$ cat config.mk
export PLATFORM = sky130hd
export DESIGN_NAME = fft_out_reorder_flat
export DESIGN_NICKNAME = d
export VERILOG_FILES = /design/src/rtl/fft_out_reorder_pkg.sv /design/src/rtl/fft_out_reorder_if.sv /design/src/rtl/fft_out_reorder_bank.sv /design/src/rtl/fft_out_reorder.sv /design/src/flat_wrapper.sv
export SDC_FILE = /design/constraint.sdc
export NUM_CORES = 2
export LEC_CHECK = 0
export BUFFER_PORTS_ARGS = -buffer_cell sky130_fd_sc_hd__clkbuf_2
export CORE_AREA = 3 3 741 743
export CTS_CLUSTER_SIZE = 12
export DETAILED_ROUTE_END_ITERATION = 8
export DIE_AREA = 0 0 744 746
export GPL_ROUTABILITY_DRIVEN = 0
export SLEW_MARGIN = 5
export SYNTH_ARGS = -nofsm -noshare
export SYNTH_HDL_FRONTEND = slang
export SYNTH_HIERARCHICAL = 1
export SYNTH_SLANG_ARGS = --single-unit
$ cat constraint.sdc
create_clock -name clk -period 10.47 [get_ports clk]
set_input_delay 1.047 -clock clk [delete_from_list [all_inputs] [get_ports clk]]
set_output_delay 1.047 -clock clk [all_outputs]
set_load 0.005 [all_outputs]
$ cat src/rtl/fft_out_reorder_pkg.sv
// rtl/fft_out_reorder_pkg.sv - shared constants, sample type and bit-reverse helper for the FFT output reorder
package fft_reorder_pkg;

    localparam int BW    = 16;
    localparam int N     = 64;
    localparam int LOG2N = 6;
    localparam int HALF  = N / 2;

    typedef struct packed {
        logic [BW-1:0] re;
        logic [BW-1:0] im;
    } cplx_t;

    function automatic logic [4:0] bitrev5(input logic [4:0] v);
        return {v[0], v[1], v[2], v[3], v[4]};
    endfunction

endpackage

$ cat src/rtl/fft_out_reorder_if.sv
// rtl/fft_out_reorder_if.sv - pair input stream and natural-order sample output stream of the reorder
interface fft_out_reorder_if;
    import fft_reorder_pkg::*;

    logic             in_valid;
    logic             in_sop;
    logic [BW-1:0]    inReal0;
    logic [BW-1:0]    inImag0;
    logic [BW-1:0]    inReal1;
    logic [BW-1:0]    inImag1;
    logic             in_ready;
    logic             overflow;
    logic             out_valid;
    logic             out_ready;
    logic [BW-1:0]    outReal;
    logic [BW-1:0]    outImag;
    logic [LOG2N-1:0] out_index;
    logic             out_sop;
    logic             out_eop;

    modport slave (
        input  in_valid, in_sop, inReal0, inImag0, inReal1, inImag1, out_ready,
        output in_ready, overflow, out_valid, outReal, outImag, out_index, out_sop, out_eop
    );

    modport master (
        output in_valid, in_sop, inReal0, inImag0, inReal1, inImag1, out_ready,
        input  in_ready, overflow, out_valid, outReal, outImag, out_index, out_sop, out_eop
    );

endinterface

$ cat src/rtl/fft_out_reorder_bank.sv
// rtl/fft_out_reorder_bank.sv - one 64-entry frame store: two half write ports sharing an address, one combinational read
module reorder_bank
    import fft_reorder_pkg::*;
(
    input  logic       clk,
    input  logic       we_i,
    input  logic [4:0] waddr_i,
    input  cplx_t      wdata0_i,
    input  cplx_t      wdata1_i,
    input  logic [5:0] raddr_i,
    output cplx_t      rdata_o
);

    cplx_t mem0_q [HALF];
    cplx_t mem1_q [HALF];

    always_ff @(posedge clk) begin
        if (we_i) begin
            mem0_q[waddr_i] <= wdata0_i;
            mem1_q[waddr_i] <= wdata1_i;
        end
    end

    // Half 1 holds natural indices 32..63.
    assign rdata_o = raddr_i[5] ? mem1_q[raddr_i[4:0]] : mem0_q[raddr_i[4:0]];

endmodule

$ cat src/rtl/fft_out_reorder.sv
// rtl/fft_out_reorder.sv - ping-pong bit-reversed to natural order reorder; FFT_REORDER_OVF_EN adds sticky overflow and ovf_cnt
module fft_out_reorder
    import fft_reorder_pkg::*;
(
    input  logic              clk,
    input  logic              nrst,
    fft_out_reorder_if.slave  io
`ifdef FFT_REORDER_OVF_EN
    ,
    output logic [15:0]       ovf_cnt
`endif
);

    logic       wr_buf_q, wr_buf_d;
    logic [4:0] wr_cnt_q, wr_cnt_d;
    logic       rd_buf_q, rd_buf_d;
    logic [5:0] rd_cnt_q, rd_cnt_d;
    logic [1:0] buf_full_q, buf_full_d;

    logic       out_valid_q, out_valid_d;
    cplx_t      out_data_q, out_data_d;
    logic [5:0] out_index_q, out_index_d;
    logic       out_sop_q, out_sop_d;
    logic       out_eop_q, out_eop_d;

    logic       in_ready;
    logic       wr_acc;
    logic [4:0] wr_k;
    logic       wr_last;
    logic       rd_load;
    logic       rd_last;
    logic       drop;
    cplx_t      wdata0, wdata1;
    cplx_t      rdata0, rdata1, rdata;

    assign in_ready = !buf_full_q[wr_buf_q];
    assign wr_acc   = io.in_valid && in_ready;
    assign drop     = io.in_valid && !in_ready;
    // in_sop restarts the frame, abandoning any partial fill in this buffer.
    assign wr_k     = io.in_sop ? 5'd0 : wr_cnt_q;
    assign wr_last  = wr_acc && (wr_k == 5'd31);
    assign rd_load  = buf_full_q[rd_buf_q] && (!out_valid_q || io.out_ready);
    assign rd_last  = rd_load && (rd_cnt_q == 6'd63);

    assign wdata0 = '{re: io.inReal0, im: io.inImag0};
    assign wdata1 = '{re: io.inReal1, im: io.inImag1};

    reorder_bank u_bank0 (
        .clk      (clk),
        .we_i     (wr_acc && !wr_buf_q),
        .waddr_i  (bitrev5(wr_k)),
        .wdata0_i (wdata0),
        .wdata1_i (wdata1),
        .raddr_i  (rd_cnt_q),
        .rdata_o  (rdata0)
    );

    reorder_bank u_bank1 (
        .clk      (clk),
        .we_i     (wr_acc && wr_buf_q),
        .waddr_i  (bitrev5(wr_k)),
        .wdata0_i (wdata0),
        .wdata1_i (wdata1),
        .raddr_i  (rd_cnt_q),
        .rdata_o  (rdata1)
    );

    assign rdata = rd_buf_q ? rdata1 : rdata0;

    always_comb begin
        wr_buf_d    = wr_buf_q;
        wr_cnt_d    = wr_cnt_q;
        rd_buf_d    = rd_buf_q;
        rd_cnt_d    = rd_cnt_q;
        buf_full_d  = buf_full_q;
        out_valid_d = out_valid_q;
        out_data_d  = out_data_q;
        out_index_d = out_index_q;
        out_sop_d   = out_sop_q;
        out_eop_d   = out_eop_q;

        if (wr_acc) begin
            wr_cnt_d = wr_k + 5'd1;
            if (wr_last) begin
                wr_buf_d = !wr_buf_q;
                wr_cnt_d = 5'd0;
            end
        end

        if (rd_load) begin
            out_valid_d = 1'b1;
            out_data_d  = rdata;
            out_index_d = rd_cnt_q;
            out_sop_d   = (rd_cnt_q == 6'd0);
            out_eop_d   = (rd_cnt_q == 6'd63);
            rd_cnt_d    = rd_cnt_q + 6'd1;
            if (rd_last) begin
                rd_buf_d = !rd_buf_q;
                rd_cnt_d = 6'd0;
            end
        end else if (io.out_ready) begin
            out_valid_d = 1'b0;
        end

        // Set and clear in the same cycle always hit different buffers.
        if (rd_last) buf_full_d[rd_buf_q] = 1'b0;
        if (wr_last) buf_full_d[wr_buf_q] = 1'b1;
    end

    always_ff @(posedge clk or negedge nrst) begin
        if (!nrst) begin
            wr_buf_q    <= 1'b0;
            wr_cnt_q    <= 5'd0;
            rd_buf_q    <= 1'b0;
            rd_cnt_q    <= 6'd0;
            buf_full_q  <= 2'b00;
            out_valid_q <= 1'b0;
            out_data_q  <= '0;
            out_index_q <= 6'd0;
            out_sop_q   <= 1'b0;
            out_eop_q   <= 1'b0;
        end else begin
            wr_buf_q    <= wr_buf_d;
            wr_cnt_q    <= wr_cnt_d;
            rd_buf_q    <= rd_buf_d;
            rd_cnt_q    <= rd_cnt_d;
            buf_full_q  <= buf_full_d;
            out_valid_q <= out_valid_d;
            out_data_q  <= out_data_d;
            out_index_q <= out_index_d;
            out_sop_q   <= out_sop_d;
            out_eop_q   <= out_eop_d;
        end
    end

`ifdef FFT_REORDER_OVF_EN
    logic        overflow_q, overflow_d;
    logic [15:0] ovf_cnt_q, ovf_cnt_d;

    always_comb begin
        overflow_d = overflow_q | drop;
        ovf_cnt_d  = ovf_cnt_q;
        if (drop && (ovf_cnt_q != 16'hFFFF)) ovf_cnt_d = ovf_cnt_q + 16'd1;
    end

    always_ff @(posedge clk or negedge nrst) begin
        if (!nrst) begin
            overflow_q <= 1'b0;
            ovf_cnt_q  <= 16'd0;
        end else begin
            overflow_q <= overflow_d;
            ovf_cnt_q  <= ovf_cnt_d;
        end
    end

    assign io.overflow = overflow_q;
    assign ovf_cnt     = ovf_cnt_q;
`else
    logic unused_drop;
    assign unused_drop = drop;
    assign io.overflow = 1'b0;
`endif

    assign io.in_ready  = in_ready;
    assign io.out_valid = out_valid_q;
    assign io.outReal   = out_data_q.re;
    assign io.outImag   = out_data_q.im;
    assign io.out_index = out_index_q;
    assign io.out_sop   = out_sop_q;
    assign io.out_eop   = out_eop_q;

endmodule
$ cat src/flat_wrapper.sv
// flat-port wrapper written by rule: the top's interface ports become plain ports
module fft_out_reorder_flat import fft_reorder_pkg::*;
  (clk, nrst, io_in_valid, io_in_sop, io_inReal0, io_inImag0, io_inReal1, io_inImag1, io_out_ready, io_in_ready, io_overflow, io_out_valid, io_outReal, io_outImag, io_out_index, io_out_sop, io_out_eop);
  fft_out_reorder_if io_i ();
  input  logic clk;
  input  logic nrst;
  input wire logic [$bits(io_i.in_valid)-1:0] io_in_valid;
  input wire logic [$bits(io_i.in_sop)-1:0] io_in_sop;
  input wire logic [$bits(io_i.inReal0)-1:0] io_inReal0;
  input wire logic [$bits(io_i.inImag0)-1:0] io_inImag0;
  input wire logic [$bits(io_i.inReal1)-1:0] io_inReal1;
  input wire logic [$bits(io_i.inImag1)-1:0] io_inImag1;
  input wire logic [$bits(io_i.out_ready)-1:0] io_out_ready;
  output wire logic [$bits(io_i.in_ready)-1:0] io_in_ready;
  output wire logic [$bits(io_i.overflow)-1:0] io_overflow;
  output wire logic [$bits(io_i.out_valid)-1:0] io_out_valid;
  output wire logic [$bits(io_i.outReal)-1:0] io_outReal;
  output wire logic [$bits(io_i.outImag)-1:0] io_outImag;
  output wire logic [$bits(io_i.out_index)-1:0] io_out_index;
  output wire logic [$bits(io_i.out_sop)-1:0] io_out_sop;
  output wire logic [$bits(io_i.out_eop)-1:0] io_out_eop;
  assign io_i.in_valid = io_in_valid;
  assign io_i.in_sop = io_in_sop;
  assign io_i.inReal0 = io_inReal0;
  assign io_i.inImag0 = io_inImag0;
  assign io_i.inReal1 = io_inReal1;
  assign io_i.inImag1 = io_inImag1;
  assign io_i.out_ready = io_out_ready;
  assign io_in_ready = io_i.in_ready;
  assign io_overflow = io_i.overflow;
  assign io_out_valid = io_i.out_valid;
  assign io_outReal = io_i.outReal;
  assign io_outImag = io_i.outImag;
  assign io_out_index = io_i.out_index;
  assign io_out_sop = io_i.out_sop;
  assign io_out_eop = io_i.out_eop;
  fft_out_reorder u_core (.clk(clk), .nrst(nrst), .io(io_i));
endmodule
After elaboration in Yosys (flattened, before gate mapping)
Memories as Yosys holds them, arrays and structs flattened. Index checks and enable logic that the tools add are counted.

Add/subtract/negate cells: 2. Order comparisons: 4. Eq/ne operators: 2. Muxes and demuxes: 22. Bitwise operators: 3. Reductions and logical operators: 17.

Operators with widths (count): two-way mux 32 bit (3); two-way mux 1 bit (12); two-way mux 5 bit (2); logical AND 1 bit (8); adder 6 x 1 -> 6 bit, second input constant (1); == test 6 bit, second input constant (1); logical NOT 6 bit (1); two-way mux 6 bit (1); adder 5 x 1 -> 5 bit, second input constant (1); == test 5 bit, second input constant (1); logical NOT 1 bit (4); < comparator 1 x 2 -> 1 bit, second input constant (2); two-way mux 2 bit (2); AND reduction 2 bit (2); bitwise AND 2 bit (1); demux 1 bit (select 1 bit) (2); >= comparator 1 bit, second input constant (2); inverter 2 bit (1); OR 2 bit (1); nonzero test 2 bit (1); logical OR 1 bit (1).

Flip-flop bits (word level): 56. Bits in writable memories: 4096. Input bits: 69. Output and inout bits: 43. Word-level logic and storage cells: 65. Memories kept: 4.

Memory list: u_core.u_bank0.mem0_q (words 32, bits a word 32, rd ports 1, clocked after Yosys merged registers in 0, write ports 1, line fft_out_reorder_bank.sv:14) `cplx_t mem0_q [HALF];`; u_core.u_bank0.mem1_q (words 32, bits a word 32, rd ports 1, clocked after Yosys merged registers in 0, write ports 1, line fft_out_reorder_bank.sv:15) `cplx_t mem1_q [HALF];`; u_core.u_bank1.mem0_q (words 32, bits a word 32, rd ports 1, clocked after Yosys merged registers in 0, write ports 1, line fft_out_reorder_bank.sv:14); u_core.u_bank1.mem1_q (words 32, bits a word 32, rd ports 1, clocked after Yosys merged registers in 0, write ports 1, line fft_out_reorder_bank.sv:15).

Logic depth before layout (Yosys ltp)
Word-level depth: 9. Mapped depth: 11. Gate-level depth less buffers: 7.

By module
The synthesis kept the hierarchy.

Modules (own cells, without submodules): reorder_bank (times used 2, cells each 3244, area an instance 77317.9 um2, seq. area each 61499.0 um2); fft_out_reorder (times used 1, cells each 256, area an instance 2772.7 um2, seq. area each 1401.3 um2).

Least setup slack after synthesis
Ideal clock, no wire load.

Path kind: input to register. From: input port io_in_sop. To: memory u_core/u_bank0/mem0_q[4][0] (netlist bit) (enable). Library setup time: 0.486 ns. Arrival: 4.799 ns. Required time: 9.984 ns. Setup slack: 5.185 ns. Cell stages on the path: 3. Buffers on the path: 0. Cell sequence: nor2b_1 -> or3b_2 -> nor2_1.

Word-level cells in the longest chain between the ends: 1.

Ends and longest elaborated chain: start: declaration (line flat_wrapper.sv:8) `input wire logic [$bits(io_i.in_sop)-1:0] io_in_sop;`; two-way mux 5 bit (line fft_out_reorder.sv:40) `assign wr_k = io.in_sop ? 5'd0 : wr_cnt_q;`; end: declaration (line fft_out_reorder_bank.sv:14).

Every way passes these cells.

==> reports/metrics.cfg <==
[cts]
cts_root_buf = clkbuf_16
numCtsBuffers = 416
htree_levels = 5
clock_latency_ns = 0.97
post_cts_resized = 0
cts.sinks = 4152
clock_path_buffers = 4
path_clk_slew_ns = 0.06
cts_tree = yes

[pwr]
ir_drop_uv = 137
power.share.combinational_pct = 2.1
total_power_mw = 32.8
p_leak_nw = 54.5
clkPwrFrac_pct = 41.6
p_per_area_nw_per_um2 = 182
swShare_pct = 20.4
pwr-share-seq_pct = 56.3
internal-power_mw = 26.1
p_switching_mw = 6.68

[worst_setup_path]
r2r_start = u_core/rd_cnt_q[2]
critical_path_arrival_ns = 6.13
end_kind = flip-flop
crit_type = reg -> reg
cp-start-kind = flip-flop
path_max_fanout = 53
startpoint = u_core/rd_cnt_q[2]
worstPathRequired_ns = 11.32

[sta]
setup_viol = 0
rsz0062_at_grt = false
drv_slew = 0
tns_ns = 0
tightest_slew_ns = 1.32
worst_hold_slack_ns = 0.444
clock_skew_ns = 0.0810
fin_crit_ns = 5.28
fmax_ghz = 0.189
postLayoutSetupSlackWorst_ns = 5.19
relSlewSlack_pct = 11.7
hold_viol_final = 0
min_period_over_period_pct = 50.5

[synth]
syn_avg_cell_area_um2 = 23.3
synth_seq_cells = 4152
synth_edf_count = 4096
ys_top_cells_by_count = edfxtp_1 (4,096), mux4_2 (1,024), clkbuf_1 (165)
ys_warn_count = 6
syn_area_um2 = 157000
async_reset_ff_share_pct = 1.35
yosysTopAreaCellShare_pct = 78.1
synthCells = 6744
synth_top_area_cell = edfxtp_1
yosysSeqAreaShare_pct = 79.0
syn_nets = 6817
synth-main-ff-cell = edfxtp_1
synth.area.top_cells = edfxtp_1 (78%), mux4_2 (15%), dfrtp_1 (0.89%)
synth_most_common_cell = edfxtp_1
ys_types = 55

[finish]
drive_gt1_share_pct = 27.3
seq_area_um2 = 124000
fin_nets = 7240
multi_input_area_um2 = 31600
fillers = 50200
areaGrowthSynthToFinish_pct = 14.5

[detailed_routing]
ant_nets = 0
avgViaCountPerCell = 5.27
dr_wl_met2_mm = 217
routed.top_layer = met5
drtIter0Drc = 9922
drc = 0
wl_met3_mm = 43.1
wl_met1_mm = 175
dr.pass1.iters = 6
wl_per_cell_um = 30.3
wl_mm = 445
num_vias = 77500

[floorplan]
ios = 112
core_um2 = 544000
die_w_um = 744
rows = 271
initial_utilization_pct = 29.0
die_y_um = 746
die_area_um2 = 555000

[job]
drv_cap = 0

[grt]
grt_max_degree = 115
grt_pass1_vias = 77600
globalRoute.totalOverflow = 0
grt_pass1_wl_mm = 620
grt_util_all_layers_pct = 15.6
antenna_found_initial = 63

[min_path]
min_path_type = in -> reg
min-delay-start = io_in_valid

[placed_design]
pre_cts_slack_ns = 5.24
port_buffers = 110
dp_hpwl_mm = 251

[outcome]
status = finished clean

-- critical path, cell delays in order (launching register included) --
cell and delay, ns:
dfrtp_4 0.85, buf_4 0.82, nor2b_4 0.73, buf_4 0.63, a221oi_1 0.29, a221oi_1 1.02, mux2i_1 0.44, o21ai_0 0.30
-- cell usage in the layout, fill, tap and decap left out, drive strengths merged, types with 56 or more instances in the layout --
cell,n
clkbuf,670
a22oi,84
mux4,1024
edfxtp,4096
o22ai,156
buf,281
clkinv,102
a221oi,126
dfrtp,56
a22o,85
a21oi,106
nor2,160
o21ai,76
nand2,65
mux2i,104
-- layer usage --
| metal | vias up | global-route usage [%] |
|---|---|---|
| met3 | 615 | 3.41 |
| met2 | 4064 | 25.5 |
| li1 | 30000 | - |
| met4 | 18 | 3.73 |
| met5 | - | 0 |
| met1 | 42800 | 21.2 |
-- registers in the layout, indices dropped and copies added (netlist names) --
register,flops
u_core/u_bank0/mem0_q,1024
u_core/u_bank0/mem1_q,1024
u_core/u_bank1/mem0_q,1024
u_core/u_bank1/mem1_q,1024
u_core/io.outImag,16
u_core/io.outReal,16
u_core/io.out_index,6
u_core/rd_cnt_q,6
u_core/wr_cnt_q,5
u_core/buf_full_q,2
u_core/io.out_eop,1
u_core/io.out_sop,1
u_core/io.out_valid,1
u_core/rd_buf_q,1
u_core/wr_buf_q,1
-- per-stage QoR --
step	util [%]	area, µm²	cells
floorplan	-	157000	6744
global placement	30.9	168000	14000
detailed placement	30.9	168000	14000
CTS	33.1	180000	14700
global route	33.1	180000	14700
finish	33.1	180000	14700
-- power groups by stage --
stage | logic [mW] | registers, mW | clock network, mW
floorplan | 0.212 | 18.8 | 0
global placement | 0.668 | 18.8 | 0
detailed placement | 0.699 | 18.8 | 0
CTS | 0.699 | 18.5 | 13.9
global route | 0.734 | 18.5 | 14.5
finish | 0.693 | 18.5 | 13.7
-- path summary, 6_finish.rpt --
check | cells past startpoint | slack, ns | to
min in group asynchronous | 2 | 0.58 | u_core/io.outReal[0]
max | 7 | 5.19 | u_core/io.outReal[13]
max reg2reg | 7 | 5.19 | u_core/io.outReal[13]
min | 3 | 0.44 | u_core/wr_cnt_q[2]
max in group asynchronous | 3 | 8.53 | u_core/rd_cnt_q[2]
min reg2reg | 1 | 0.51 | u_core/wr_cnt_q[4]
-- cells by family (layout without fill, tap and decap cells) --
family	count (synthesis)	count (layout)	synth area share [%]
multiplexers	1145	1145	15.4
AND/OR/NAND/NOR	344	344	1.04
AO/OA/AOI/OAI	711	711	3.19
XOR/XNOR	3	3	0.0167
other	1	22	0.00238
buffers and inverters	384	1078	1.25
flip-flops	4152	4152	79.0
adder cells (fa/ha/maj)	4	4	0.0318
-- timing repair --
| action | in CTS | in global routing |
|---|---|---|
| buffers inserted | 0 | 0 |
| hold endpoints to repair | 13 | 0 |
| hold buffers | 1 | 0 |
-- layout make-up --
class | instances | area share [%]
tap | 7234 | 5.02
sequential | 4152 | 69.1
antenna | 21 | 0.0292
clock inverter | 123 | 0.600
multi-input combinational | 2208 | 17.6
clock buffer | 566 | 6.19
inverter | 3 | 0.00625
timing repair buffer | 386 | 1.53
No activity file was read; power rests on OpenSTA's default activity.
